### config.mk
export PLATFORM = sky130hd
export DESIGN_NAME = mbe_mult_stream_flat
export DESIGN_NICKNAME = d
export VERILOG_FILES = /design/src/rtl/mbe_mult_pkg.sv /design/src/rtl/mbe_mult_stream_if.sv /design/src/rtl/mbe_pp_core.sv /design/src/rtl/mbe_mult_stream.sv /design/src/flat_wrapper.sv
export SDC_FILE = /design/constraint.sdc
export NUM_CORES = 1
export LEC_CHECK = 0
export BUFFER_PORTS_ARGS = -buffer_cell sky130_fd_sc_hd__buf_2
export CAP_MARGIN = 5
export CORE_MARGIN = 4
export CORE_UTILIZATION = 52
export CTS_CLUSTER_DIAMETER = 120
export DETAILED_ROUTE_END_ITERATION = 16
export PLACE_DENSITY = 0.69
export SLEW_MARGIN = 20
export SYNTH_ARGS = -nofsm -noshare
export SYNTH_HDL_FRONTEND = slang
export SYNTH_SLANG_ARGS = --single-unit
### constraint.sdc
create_clock -name clk -period 8.2 [get_ports clk]
set_input_delay 2.05 -clock clk [delete_from_list [all_inputs] [get_ports clk]]
set_output_delay 2.05 -clock clk [all_outputs]
set_load 0.05 [all_outputs]
### src/rtl/mbe_mult_pkg.sv
// Shared types and helpers for the streaming radix-4 Booth multiplier.
package mbe_mult_pkg;

    typedef enum logic {
        INIT,
        RUN
    } state_t;

    typedef struct packed {
        logic neg;
        logic one;
        logic two;
    } booth_t;

    // Window is {b[2i+1], b[2i], b[2i-1]}; the -0 digit encodes as plain zero.
    function automatic booth_t booth_encode(input logic [2:0] w);
        booth_t d;
        d = '0;
        unique case (w)
            3'b001, 3'b010: d = '{neg: 1'b0, one: 1'b1, two: 1'b0};
            3'b011:         d = '{neg: 1'b0, one: 1'b0, two: 1'b1};
            3'b100:         d = '{neg: 1'b1, one: 1'b0, two: 1'b1};
            3'b101, 3'b110: d = '{neg: 1'b1, one: 1'b1, two: 1'b0};
            default:        d = '0;
        endcase
        return d;
    endfunction

    function automatic int ndig(input int w);
        return w / 2 + 1;
    endfunction

endpackage

### src/rtl/mbe_mult_stream_if.sv
// Operand/result streaming bundle for mbe_mult_stream.
interface mbe_mult_stream_if #(
    parameter int WIDTH = 16
);
    logic                 in_valid;
    logic                 in_ready;
    logic [WIDTH-1:0]     in_a;
    logic [WIDTH-1:0]     in_b;
    logic                 in_signed;
    logic                 out_valid;
    logic                 out_ready;
    logic [2*WIDTH-1:0]   out_data;

    modport master (
        output in_valid, in_a, in_b, in_signed, out_ready,
        input  in_ready, out_valid, out_data
    );

    modport slave (
        input  in_valid, in_a, in_b, in_signed, out_ready,
        output in_ready, out_valid, out_data
    );

endinterface

### src/rtl/mbe_pp_core.sv
// Combinational radix-4 Booth encoder, partial-product array and adder.
module mbe_pp_core
    import mbe_mult_pkg::*;
#(
    parameter int WIDTH = 16
) (
    input  logic [WIDTH-1:0]   a,
    input  logic [WIDTH-1:0]   b,
    input  logic               sgn,
    output logic [2*WIDTH-1:0] p
);
    localparam int EW = WIDTH + 2;
    localparam int NW = EW + 1;
    localparam int PW = 2 * WIDTH;
    localparam int ND = ndig(WIDTH);

    // Each row has its sign bit inverted (adds 2^(NW-1)); this folds the
    // matching negative weights into one constant seed.
    function automatic logic [PW-1:0] bias();
        logic [PW-1:0] k;
        k = '0;
        for (int i = 0; i < ND; i++)
            k = k - (PW'(1) << (NW - 1 + 2 * i));
        return k;
    endfunction

    localparam logic [PW-1:0] KC = bias();

    logic [EW-1:0] ax;
    logic [EW:0]   bw;
    booth_t        dg;
    logic [NW-1:0] sel;
    logic [NW-1:0] pp;
    logic [PW-1:0] sum;

    assign ax = {{2{sgn & a[WIDTH-1]}}, a};
    assign bw = {{2{sgn & b[WIDTH-1]}}, b, 1'b0};

    always_comb begin
        sum = KC;
        dg  = '0;
        sel = '0;
        pp  = '0;
        for (int i = 0; i < ND; i++) begin
            dg  = booth_encode(bw[2*i +: 3]);
            sel = dg.two ? {ax, 1'b0}
                : dg.one ? {ax[EW-1], ax}
                : '0;
            pp  = sel ^ {NW{dg.neg}};
            sum = sum
                + (PW'({~pp[NW-1], pp[NW-2:0]}) << (2 * i))
                + (PW'(dg.neg) << (2 * i));
        end
        p = sum;
    end

endmodule

### src/rtl/mbe_mult_stream.sv
// Pipelined Booth multiplier with credit-based output buffer.
// Define MBE_MULT_CHECK_EN to enable the shadow-model result checker.
module mbe_mult_stream
    import mbe_mult_pkg::*;
#(
    parameter int WIDTH      = 16,
    parameter int PIPE       = 2,
    parameter int OBUF_DEPTH = 4
) (
    input logic              clk,
    input logic              rst,
    mbe_mult_stream_if.slave bus
);
    localparam int PW = 2 * WIDTH;
    localparam int AW = $clog2(OBUF_DEPTH);
    localparam int CW = $clog2(OBUF_DEPTH + 1);
    localparam int PD = (PIPE > 0) ? PIPE : 1;
    localparam logic [CW:0] LIM = (CW + 1)'(OBUF_DEPTH);

    state_t           state;
    logic             acc;
    logic             pop;
    logic             wr_v;
    logic [PW-1:0]    wr_d;
    logic [PW-1:0]    prod;
    logic             s0_v;
    logic             s0_sgn;
    logic [WIDTH-1:0] s0_a;
    logic [WIDTH-1:0] s0_b;
    logic [CW-1:0]    occ;
    logic [CW-1:0]    cnt;
    logic [AW-1:0]    wp;
    logic [AW-1:0]    rp;
    logic [PW-1:0]    mem [OBUF_DEPTH];

    // Credits count everything between accept and pop, so a write
    // always finds a free slot and the pipeline never has to stall.
    assign bus.in_ready  = (state == RUN)
                         && (({1'b0, occ} + {1'b0, cnt}) < LIM);
    assign bus.out_valid = (cnt != '0);
    assign bus.out_data  = bus.out_valid ? mem[rp] : '0;

    assign acc = bus.in_valid & bus.in_ready;
    assign pop = bus.out_valid & bus.out_ready;

    always_ff @(posedge clk or negedge rst) begin
        if (!rst) begin
            state <= INIT;
        end else begin
            unique case (state)
                INIT:    state <= RUN;
                RUN:     state <= RUN;
                default: state <= INIT;
            endcase
        end
    end

    always_ff @(posedge clk or negedge rst) begin
        if (!rst) begin
            s0_v   <= 1'b0;
            s0_sgn <= 1'b0;
            s0_a   <= '0;
            s0_b   <= '0;
        end else begin
            s0_v <= acc;
            if (acc) begin
                s0_sgn <= bus.in_signed;
                s0_a   <= bus.in_a;
                s0_b   <= bus.in_b;
            end
        end
    end

    mbe_pp_core #(
        .WIDTH (WIDTH)
    ) u_core (
        .a   (s0_a),
        .b   (s0_b),
        .sgn (s0_sgn),
        .p   (prod)
    );

    if (PIPE == 0) begin : g_nopipe
        assign wr_v = s0_v;
        assign wr_d = prod;
    end else begin : g_pipe
        logic [PD-1:0] pv;
        logic [PW-1:0] pd [PD];

        always_ff @(posedge clk or negedge rst) begin
            if (!rst) begin
                pv <= '0;
            end else begin
                pv[0] <= s0_v;
                for (int k = 1; k < PD; k++)
                    pv[k] <= pv[k-1];
            end
        end

        always_ff @(posedge clk) begin
            pd[0] <= prod;
            for (int k = 1; k < PD; k++)
                pd[k] <= pd[k-1];
        end

        assign wr_v = pv[PD-1];
        assign wr_d = pd[PD-1];
    end

    always_ff @(posedge clk or negedge rst) begin
        if (!rst) begin
            occ <= '0;
            cnt <= '0;
            wp  <= '0;
            rp  <= '0;
        end else begin
            occ <= occ + CW'(acc) - CW'(wr_v);
            cnt <= cnt + CW'(wr_v) - CW'(pop);
            if (wr_v)
                wp <= wp + AW'(1);
            if (pop)
                rp <= rp + AW'(1);
        end
    end

    always_ff @(posedge clk) begin
        if (wr_v)
            mem[wp] <= wr_d;
    end

`ifdef MBE_MULT_CHECK_EN
    typedef struct packed {
        logic [WIDTH-1:0] a;
        logic [WIDTH-1:0] b;
        logic             sgn;
    } shadow_t;

    shadow_t       shq[$];
    shadow_t       sh;
    logic [PW-1:0] ref_p;
    logic [PW-1:0] held_d;
    logic          held;

    always @(posedge clk or negedge rst) begin
        if (!rst) begin
            shq.delete();
            held   <= 1'b0;
            held_d <= '0;
        end else begin
            if (held)
                assert (bus.out_valid && bus.out_data == held_d)
                else $error("mbe_mult_stream: output moved while stalled");
            if (wr_v && !pop)
                assert ({1'b0, cnt} < LIM)
                else $error("mbe_mult_stream: buffer overflow");
            if (pop)
                assert (cnt != '0)
                else $error("mbe_mult_stream: buffer underflow");
            if (acc)
                shq.push_back('{bus.in_a, bus.in_b, bus.in_signed});
            if (pop) begin
                assert (shq.size() != 0)
                else $error("mbe_mult_stream: result without operands");
                if (shq.size() != 0) begin
                    sh = shq.pop_front();
                    if (sh.sgn)
                        ref_p = $signed({{WIDTH{sh.a[WIDTH-1]}}, sh.a})
                              * $signed({{WIDTH{sh.b[WIDTH-1]}}, sh.b});
                    else
                        ref_p = {{WIDTH{1'b0}}, sh.a}
                              * {{WIDTH{1'b0}}, sh.b};
                    assert (bus.out_data == ref_p)
                    else $error("mbe_mult_stream: product %h != %h",
                                bus.out_data, ref_p);
                end
            end
            held   <= bus.out_valid & ~bus.out_ready;
            held_d <= bus.out_data;
        end
    end
`endif

endmodule
### src/flat_wrapper.sv
// flat-port wrapper written by rule: the top's interface ports become plain ports
module mbe_mult_stream_flat import mbe_mult_pkg::*;
#(
    parameter int WIDTH      = 16,
    parameter int PIPE       = 2,
    parameter int OBUF_DEPTH = 4
)
  (clk, rst, bus_in_valid, bus_in_a, bus_in_b, bus_in_signed, bus_out_ready, bus_in_ready, bus_out_valid, bus_out_data);
  mbe_mult_stream_if #(.WIDTH(WIDTH)) bus_i ();
  input logic clk;
  input logic rst;
  input wire logic [$bits(bus_i.in_valid)-1:0] bus_in_valid;
  input wire logic [$bits(bus_i.in_a)-1:0] bus_in_a;
  input wire logic [$bits(bus_i.in_b)-1:0] bus_in_b;
  input wire logic [$bits(bus_i.in_signed)-1:0] bus_in_signed;
  input wire logic [$bits(bus_i.out_ready)-1:0] bus_out_ready;
  output wire logic [$bits(bus_i.in_ready)-1:0] bus_in_ready;
  output wire logic [$bits(bus_i.out_valid)-1:0] bus_out_valid;
  output wire logic [$bits(bus_i.out_data)-1:0] bus_out_data;
  assign bus_i.in_valid = bus_in_valid;
  assign bus_i.in_a = bus_in_a;
  assign bus_i.in_b = bus_in_b;
  assign bus_i.in_signed = bus_in_signed;
  assign bus_i.out_ready = bus_out_ready;
  assign bus_in_ready = bus_i.in_ready;
  assign bus_out_valid = bus_i.out_valid;
  assign bus_out_data = bus_i.out_data;
  mbe_mult_stream #(.WIDTH(WIDTH), .PIPE(PIPE), .OBUF_DEPTH(OBUF_DEPTH)) u_core (.clk(clk), .rst(rst), .bus(bus_i));
endmodule
======== After elaboration in Yosys (flattened, before gate mapping) ========
Memory sizes are Yosys's and may differ from the RTL's.
Cells that the tools add are included.
cells by class
  bitwise operators ....................... 20
  equal/unequal tests ..................... 51
  add/sub/neg operators ................... 25
  mux-type cells .......................... 30
  order comparisons ....................... 1
  reductions and logical operators ........ 18
operators with widths
  operator                                                                number
  19-bit 2-to-1 mux                                                       14
  19-bit XOR                                                              7
  3-bit case mux with 4 select lines                                      8
  3-bit equality test (second input constant)                             24
  32-bit adder                                                            2
  3-bit by 2-bit equality test with 1-bit output (second input constant)  16
  18-bit 2-to-1 mux                                                       2
  32-bit by 1-bit adder with 32-bit output                                1
  32-bit by 11-bit adder with 32-bit output                               1
  32-bit by 13-bit adder with 32-bit output                               1
  32-bit by 15-bit adder with 32-bit output                               1
  32-bit by 17-bit adder with 32-bit output                               1
  32-bit by 19-bit adder with 32-bit output (first input constant)        1
  32-bit by 21-bit adder with 32-bit output                               1
  32-bit by 23-bit adder with 32-bit output                               1
  32-bit by 25-bit adder with 32-bit output                               1
  32-bit by 27-bit adder with 32-bit output                               1
  32-bit by 29-bit adder with 32-bit output                               1
  32-bit by 3-bit adder with 32-bit output                                1
  32-bit by 31-bit adder with 32-bit output                               1
  32-bit by 5-bit adder with 32-bit output                                1
  32-bit by 7-bit adder with 32-bit output                                1
  32-bit by 9-bit adder with 32-bit output                                1
  16-bit 2-to-1 mux                                                       2
  18 further kinds                                                        54
storage, ports and cells
  input bits .............................. 37
  output and inout port bits .............. 34
  register bits ........................... 47
  word-level logic and storage cells ...... 157
  bits in writable memories ............... 192
  memories kept ........................... 2
memories
  memory            depth  bits a word  read ports  clocked after memory_dff  wr ports  line                   text
  u_core.mem        4      32           1           0                         1         mbe_mult_stream.sv:34  logic [PW-1:0] mem [OBUF_DEPTH];
  u_core.g_pipe.pd  2      32           2           0                         2         mbe_mult_stream.sv:88  logic [PW-1:0] pd [PD];

======== Depth between registers and ports, before layout ========
Gate-level depths: netlist (run 1).
  depth in word-level cells ............... 24
  gate-level depth with buffers ........... 24
  mapped depth without buffers ............ 21

======== Cells and area by module ========
From an unflattened synthesis (run 1), not the netlist that was laid out.
unflattened totals
  cells, all modules ...................... 1481
  area, all modules ....................... 16793.6 µm²
by module, submodules not included
  module           seq. area each (µm²)  area each (µm²)  times used  cells each
  mbe_pp_core      0.0                   8618.3           1           1085
  mbe_mult_stream  6301.0                8175.3           1           396

======== Least setup slack after synthesis (run 1) ========
No wires, ideal clock.
  kind .................................... reg-to-reg
  start point ............................. reg u_core.s0_b[5]
  end point ............................... mem u_core.g_pipe.pd[0][30] in the netlist's numbering
  setup slack ............................. 2.502 ns
  period minus slack after synthesis ...... 5.698 ns
  library setup time ...................... 0.123 ns
  data arrival time ....................... 5.575 ns
  cell stages (with the launch flop) ...... 24
  buffers on the path ..................... 3
  data required time ...................... 8.077 ns
  cells stage by stage .................... dfrtp_1 > clkbuf_1 > or2_2 > or2_2 > clkbuf_1 > clkbuf_1 > o22ai_1 > a21oi_1 > fa_1 > inv_1 > fa_1 > inv_1 > fa_1 > inv_1 > fa_1 > ha_1 > ha_1 > a21o_1 > a21o_1 > a211oi_1 > a21oi_1 > o31ai_2 > o21ai_1 > xor2_1
RTL lines
  item                    line                   text
  start, declared         mbe_mult_stream.sv:29  logic [WIDTH-1:0] s0_b;
  start signal, assigned  mbe_mult_stream.sv:69  s0_b <= bus.in_b;
  end, declared           mbe_mult_stream.sv:88

==> flow_summary.yaml, run 1 <==
status:
  status: "finished clean"
floorplanning:
  rows: 65
  fp.coreArea_sq_mm: 0.03147
  die-area_sq_mm: 0.03469
  die_w_um: 186.3
  ios: 71
  initial_utilization_pct: 52.49
  die_h_um: 186.3
synth:
  async_flop_share_pct: 19.67
  synth_edf_count: 128
  ys_types: 63
  synthCells: 1535
  ys_seq_area_share_pct: 38.14
  ys_warn_count: 0
  netlist_area_sq_mm: 0.01652
  ys_ff_latch: 239
  avgSynthCellArea_sq_um: 10.76
  syn_nets: 1791
  synth_ff_type: "edfxtp_1"
detailed_routing:
  drc: 0
  post_drt_wl_per_cell_um: 19.17
  drt-total-wl_mm: 37.44
  drt_iter0_markers: 817
  firstDrtPassIters: 6
  viasPerCell: 5.724
  antenna_left: 0
  dr_total_vias: 11178
placement:
  dpl_cell_area_sq_mm: 0.01709
  dp.cells: 1907
  place_congestion: 0.9523
  hpwl_mm: 27.00
  port_buffers: 70
global_route:
  grtUsageTotal_pct: 21.40
  grt_max_degree: 48
  first_global_vias: 10862
  grt_first_pass_wirelength_mm: 59.26
  gr-total-overflow: 0
  antenna_found_initial: 0
critical_path:
  cpPeakStageDelay_ns: 1.04
  crit_required_ns: 8.60
  critPathLaunchType: "flop"
  cp_cell_sequence: "nand2_1 -> nor2_1 -> a221oi_1 -> fa_1 -> inv_1 -> fa_1 -> fa_1 -> fa_1 -> inv_1 -> fa_1 -> inv_1 -> ha_1 -> a21oi_1 -> nand2_1 -> a211oi_1 -> a21oi_1 -> o31ai_2 -> o21ai_1 -> xor2_1"
  cpMostUsedCell: "fa_1"
  cp_max_fo: 24
  endpoint_kind: "flop"
  worst-setup-path-type: "reg2reg"
  worstPathArrival_ns: 7.18
  crit_slowest_cell: "dfrtp_1"
clock_tree:
  ctsRootBufferMaster: "clkbuf_16"
  cts-buffers-inserted: 25
  cts_resized: 0
  clkTransAtPathRegs_ns: 0.06
  cts_hold_buf: 0
  clock-sinks: 239
  cts_buffer_depth: 3
  clock_latency_ns: 0.53
  htreeDepth: 1
  post_cts_buffers: 0
  cts_tree: "built"
finish:
  multi_input_area_sq_mm: 0.009311
  drive_above_1_share_pct: 12.44
  seq_area_sq_mm: 0.006307
  final_cells: 1953
  n_fill_cell: 2633
  area_growth_pct: 8.830
  design_area_sq_mm: 0.01798
  final_nets: 1788
  diodes: 0
sta:
  max_freq_ghz: 0.1474
  fin_skew_ns: 0.02417
  holdWs_ns: 0.3200
  maxSlewHeadroom_pct: 20.23
  final_max_slew_viol_count: 0
  layout_min_cycle_time_ns: 6.786
  tns_ns: 0
  rsz0062_at_grt: "false"
  post-route-period-util_pct: 82.75
  timing.final.hold_violations: 0
  setup_viol: 0
  tightestPinTransition_ns: 1.197
min_path:
  min_path_type: "reg2reg"
job:
  maxCapViolations: 0
[placed cells by master, fill, tap and decap left out, types with 50 or more instances in the layout]
cell,count
o21ai_0,66
dfxtp_1,64
nand2_1,156
edfxtp_1,128
inv_1,109
nor2_1,91
fa_1,113
ha_1,106
a21oi_1,50
xor2_1,109
and2_1,54
buf_2,70
[path summary, 6_finish.rpt]
kind	cells past startpoint	slack (ns)	start	endpoint
max in group asynchronous	2	6.13	rst	u_core.rp[0]
max reg2reg	19	1.41	u_core.s0_b[3]	u_core.g_pipe.pd[0][30]
min in group asynchronous	2	1.61	rst	u_core.s0_b[12]
min	0	0.32	u_core.g_pipe.pd[0][8]	u_core.g_pipe.pd[0][40]
max	19	1.41	u_core.s0_b[3]	u_core.g_pipe.pd[0][30]
min reg2reg	0	0.32	u_core.g_pipe.pd[0][8]	u_core.g_pipe.pd[0][40]
[per-stage QoR]
step	utilization, %	worst slack (ns)
floorplan	-	2.502
detailed placement	54.30	1.538
finish	57.13	1.414
global route	57.13	0.9897
CTS	57.12	1.502
global placement	54.29	1.666
[cell type report]
type / count / area share (%)
flip-flops and latches: 239 / 35.08
well taps: 402 / 2.797
multi-input cells: 1058 / 51.78
inverters: 111 / 2.317
clock inverters: 13 / 1.079
repair buffers: 97 / 3.076
clock buffers: 33 / 3.869
[flip-flops by register name, summed over array words and instances, names as in the netlist]
register,flops
u_core.g_pipe.pv,2
u_core.s0_a,16
u_core.s0_b,16
u_core.rp,2
u_core.state,1
u_core.cnt,3
u_core.wp,2
u_core.mem,128
u_core.s0_sgn,1
u_core.s0_v,1
u_core.g_pipe.pd,64
u_core.occ,3
[cell usage after synthesis (21+ instances only)]
library cell,number,share of area [%]
edfxtp_1,128,23
mux4_2,32,4.4
nor2_1,91,2.1
a21oi_1,50,1.5
a221o_1,22,1.3
ha_1,106,8.0
o21ai_0,66,2.0
and2_1,54,2.0
dfrtp_1,47,7.1
clkbuf_1,93,2.1
fa_1,113,14
dfxtp_1,64,7.8
a22oi_1,31,1.4
xnor2_1,42,2.2
a221oi_1,43,2.3
inv_1,109,2.5
xor2_1,109,5.8
nand2_1,156,3.5
buf_1,21,0.48
[worst max-delay path: cells and delay by family, from the launching register on]
| family | cells | cell delay [ns] |
|---|---|---|
| buffers and inverters | 3 | 0.14 |
| DFF | 1 | 1.04 |
| and+or+nand+nor | 3 | 1.16 |
| xor gates and xnor gates | 1 | 0.16 |
| adders and majority gates | 6 | 2.69 |
| AOI/OAI and AO/OA | 6 | 1.45 |
[cell families (layout without fill, tap and decap cells)]
logic type | after synthesis | after routing | share of synthesized area, %
mux | 32 | 32 | 4.362
xor+xnor | 151 | 151 | 8.005
compound gates | 291 | 291 | 12.30
other cells | 2 | 2 | 0.04545
buf+inv | 238 | 254 | 5.505
flops | 239 | 239 | 38.14
simple gates | 363 | 363 | 9.928
fa+ha+maj | 219 | 219 | 21.72
[metal layers]
metal	part of all wire (%)	GRT usage [%]
met1	43	29.87
met2	47	34.78
met3	6.5	3.617
met4	3.0	6.296
met5	0	0
Power of run 1 is left out: the tool's default activity adds up to more than one toggle a clock period on the data nets, which glitch-free logic cannot reach.
==> run 2, diff against run 1 <==
- clock period: 8.2 -> 7.1 ns (I/O delays scaled with it)
==> flow_summary.yaml, run 2 (synthesis gave the netlist of run 1 again) <==
status:
  status: "finished clean"
global_route:
  grt_max_degree: 48
  antenna_found_initial: 0
  gr-total-overflow: 0
  first_global_vias: 10986
  grtUsageTotal_pct: 21.17
  grt_first_pass_wirelength_mm: 58.97
clock_tree:
  cts_hold_buf: 0
  clock_latency_ns: 0.52
  cts_buffer_depth: 3
  cts-buffers-inserted: 24
  ctsRootBufferMaster: "clkbuf_16"
  cts_tree: "built"
  clkTransAtPathRegs_ns: 0.06
  htreeDepth: 1
  clock-sinks: 239
  post_cts_buffers: 0
  cts_resized: 0
min_path:
  min_path_type: "reg2reg"
  min-delay-start: "u_core.g_pipe.pd[0][18]"
sta:
  timing.final.hold_violations: 0
  max_freq_ghz: 0.1622
  layout_min_cycle_time_ns: 6.164
  final_max_slew_viol_count: 0
  setup_viol: 0
  fin_skew_ns: 0.02555
  rsz0062_at_grt: "false"
  maxSlewHeadroom_pct: 23.53
  tns_ns: 0
  tightestPinTransition_ns: 1.147
  post-route-period-util_pct: 86.81
finish:
  top_register: "u_core.mem"
  final_cell_mix: "156 x nand2_1, 128 x edfxtp_1, 113 x fa_1"
  largest_register_ffs: 128
  n_fill_cell: 2647
  diodes: 0
  reg.largest.list: "u_core.mem: 128 flops, u_core.g_pipe.pd: 64 flops"
  final_nets: 1798
  final_common_cell: "nand2_1"
  area_growth_pct: 8.936
  drive_above_1_share_pct: 12.63
critical_path:
  crit_required_ns: 7.51
  crit_slowest_cell: "nor2_1"
  cpPeakStageDelay_ns: 0.85
  critPathLaunchType: "flop"
  r2r_start: "u_core.s0_b[4]"
  endpoint_kind: "flop"
  critical_path_buf_inv_count: 1
  cpMostUsedCell: "fa_1"
  cp_max_fo: 15
  cp_cell_sequence: "nand2_1 -> nor2_1 -> a221oi_1 -> fa_1 -> inv_1 -> fa_1 -> fa_1 -> fa_1 -> fa_1 -> ha_1 -> nand4_1 -> o221ai_1 -> nand2b_1 -> o311ai_4 -> a31oi_2 -> a21o_1 -> a211oi_1"
  startpoint: "u_core.s0_b[4]"
  cp_top_family: "adder cells"
  worstPathArrival_ns: 6.58
  worst-setup-path-type: "reg2reg"
placement:
  port_buffers: 70
  place_congestion: 0.9171
  hpwl_mm: 27.50
floorplanning:
  rows: 65
  die_w_um: 186.3
  fp.coreArea_sq_mm: 0.03147
  ios: 71
  initial_utilization_pct: 52.49
  die-area_sq_mm: 0.03469
  die_h_um: 186.3
detailed_routing:
  drc: 0
  firstDrtPassIters: 6
  post_drt_wl_per_cell_um: 18.78
  drt-total-wl_mm: 36.84
  drt_iter0_markers: 927
  viasPerCell: 5.748
  antenna_left: 0
  dr_total_vias: 11278
job:
  maxCapViolations: 0
[run 2: through the flow]
step                instance area [sq um]  util [%]  worst slack, ns  hold slack [ns]  cells
finish                              18000     57.19           0.9362           0.3166   1962
global route                        18000     57.19           0.5785           0.3235   1962
CTS                                 18000     57.18           0.9321           0.3143   1962
detailed placement                  17170     54.55           0.9633           0.3121   1918
global placement                    17170     54.55            1.054           0.3114   1918
floorplan                           16520         -            1.402           0.3096   1535
[run 2: cell type report]
type                       instances  area (sq um)  share of cell area, %
clock buffer                      34         688.2                  3.823
multi-input combinational       1058          9314                  51.75
timing repair buffer             108         635.6                  3.531
inverter                         111         416.7                  2.315
sequential                       239          6304                  35.02
tap                              402         503.0                  2.795
clock inverter                    10         137.6                 0.7647
[run 2: layer usage]
metal  GRT usage (%)  part of all wire [%]  vias up
met5               0                     0        -
met4           6.587                   3.3        0
met3           2.898                   5.6       66
met2           34.33                    48      310
met1           29.93                    44     5582
li1                -                     -     5320
[run 2: path summary, 6_finish.rpt]
path	to	slack, ns	cells after the start
setup / recovery	u_core.g_pipe.pd[0][31]	0.94	17
hold / removal	u_core.g_pipe.pd[0][50]	0.32	0
setup reg to reg	u_core.g_pipe.pd[0][31]	0.94	17
hold reg to reg	u_core.g_pipe.pd[0][50]	0.32	0
max in group asynchronous	u_core.rp[0]	5.29	2
min in group asynchronous	u_core.s0_b[12]	1.35	2
Power of run 2 is left out for the same reason.
==> run 3, diff against run 2 <==
- ABC_AREA: unset -> 1
==> flow_summary.yaml, run 3 <==
finish:
  diodes: 0
  top_register: "u_core.mem"
  finish.utilization_pct: 57.70
  reg.largest.list: "u_core.mem: 128 flops, u_core.g_pipe.pd: 64 flops"
  area_growth_pct: 9.389
  final_cell_mix: "225 x nand2_1, 196 x nor2_1, 171 x inv_1"
  final_common_cell: "nand2_1"
  design_area_sq_mm: 0.01770
  largest_register_ffs: 128
  drive_above_1_share_pct: 9.235
  final_nets: 2001
global_route:
  grtUsageTotal_pct: 22.48
  grt_max_degree: 66
  grt_first_pass_wirelength_mm: 61.49
  gr-total-overflow: 0
  first_global_vias: 11842
  antenna_found_initial: 0
placement:
  dpl_cell_area_sq_mm: 0.01677
  place_congestion: 0.9327
  hpwl_mm: 26.94
  port_buffers: 70
clock_tree:
  ctsRootBufferMaster: "clkbuf_16"
  cts_resized: 0
  clock-sinks: 239
  cts-buffers-inserted: 26
  post_cts_buffers: 0
  clock_latency_ns: 0.54
  cts_tree: "built"
  htreeDepth: 1
  cts_hold_buf: 0
  clkTransAtPathRegs_ns: 0.06
  cts_buffer_depth: 3
detailed_routing:
  dr_total_vias: 12041
  drt-total-wl_mm: 38.09
  post_drt_wl_per_cell_um: 17.63
  firstDrtPassIters: 5
  antenna_left: 0
  drt_iter0_markers: 995
  drc: 0
  viasPerCell: 5.572
sta:
  tightestPinTransition_ns: 0.9948
  setup_viol: 0
  rsz0062_at_grt: "false"
  holdWs_ns: 0.2944
  post-route-period-util_pct: 86.66
  timing.final.hold_violations: 0
  tns_ns: 0
  fin_skew_ns: 0.04094
  layout_min_cycle_time_ns: 6.153
  final_max_slew_viol_count: 0
  maxSlewHeadroom_pct: 33.67
  max_freq_ghz: 0.1625
synth:
  ys_seq_area_share_pct: 38.95
  yosys.area.top_type: "edfxtp_1"
  synth_most_common_cell: "nand2_1"
  ys_ff_latch: 239
  ys_types: 39
  syn_nets: 1965
  synthTopCellsByCount: "225 x nand2_1, 196 x nor2_1, 175 x inv_1"
  synthCells: 1709
  netlist_area_sq_mm: 0.01618
  synth_ff_type: "edfxtp_1"
  async_flop_share_pct: 19.67
  synth_top_area_share_pct: 23.76
  ys_top_cells_by_area: "edfxtp_1 24%, fa_1 14%, ha_1 8.2%"
  avgSynthCellArea_sq_um: 9.466
  synth_edf_count: 128
  ys_warn_count: 0
critical_path:
  crit_required_ns: 7.50
  cpPeakStageDelay_ns: 0.99
  endpoint_kind: "flop"
  cp_top_family: "adder cells"
  critical_path_buf_inv_count: 4
  cp_cell_sequence: "nand2_1 -> nand2_1 -> o22ai_1 -> xor2_1 -> fa_1 -> inv_1 -> fa_1 -> fa_1 -> fa_1 -> inv_1 -> fa_1 -> inv_1 -> ha_1 -> nand2_1 -> inv_1 -> nand2_1 -> nor3_1 -> nand3_1 -> nand4_1 -> nand2_1"
  worstPathArrival_ns: 6.55
  worst-setup-path-type: "reg2reg"
  critPathLaunchType: "flop"
  cp_max_fo: 37
  crit_slowest_cell: "dfrtp_1"
job:
  maxCapViolations: 0
floorplanning:
  ios: 71
  die_w_um: 184.4
  fp.coreArea_sq_mm: 0.03067
  die-area_sq_mm: 0.03400
  rows: 64
  initial_utilization_pct: 52.75
  die_h_um: 184.4
min_path:
  min_path_type: "reg2reg"
status:
  status: "finished clean"
[run 3: layer usage]
layer | vias up | GRT usage, % | routed length (um)
met3 | 87 | 3.750 | 2757
met1 | 5731 | 30.62 | 16680
met2 | 487 | 37.03 | 17540
met5 | - | 0 | 0
met4 | 0 | 7.276 | 1111
li1 | 5736 | - | -
[run 3: cell families (layout without fill, tap and decap cells)]
| family | Yosys count | in the layout | share of synthesized area, % |
|---|---|---|---|
| AOI/OAI and AO/OA | 338 | 338 | 11.83 |
| and+or+nand+nor | 485 | 485 | 12.10 |
| other | 2 | 2 | 0.04642 |
| adders and majority gates | 219 | 219 | 22.18 |
| DFF | 239 | 239 | 38.95 |
| buffers and inverters | 281 | 337 | 7.038 |
| xor gates and xnor gates | 145 | 145 | 7.850 |
[run 3: layout make-up]
| cell class | count | area, sq um |
|---|---|---|
| Inverter | 204 | 768.2 |
| Multi-Input combinational cell | 1189 | 8745 |
| Sequential cell | 239 | 6302 |
| Timing Repair Buffer | 85 | 465.4 |
| Clock inverter | 12 | 181.4 |
| Tap cell | 396 | 495.5 |
| Clock buffer | 36 | 739.5 |
| Fill cell | 2654 | 12970 |
[run 3: path summary, 6_finish.rpt]
path | startpoint | to | slack, ns | depth (start not counted)
max in group asynchronous | rst | u_core.rp[0] | 5.40 | 1
min reg2reg | u_core.g_pipe.pd[0][16] | u_core.g_pipe.pd[0][48] | 0.29 | 0
max | u_core.s0_b[1] | u_core.g_pipe.pd[0][27] | 0.95 | 20
min | u_core.g_pipe.pd[0][16] | u_core.g_pipe.pd[0][48] | 0.29 | 0
max reg2reg | u_core.s0_b[1] | u_core.g_pipe.pd[0][27] | 0.95 | 20
min in group asynchronous | rst | u_core.s0_b[4] | 1.25 | 1
[run 3: per-stage QoR]
step	setup slack, ns	cells
after detailed placement	1.176	2113
after global placement	1.294	2113
after global routing	0.5679	2161
final	0.9474	2161
after CTS	1.069	2161
after floorplan	2.172	1709
Power of run 3 is left out for the same reason.
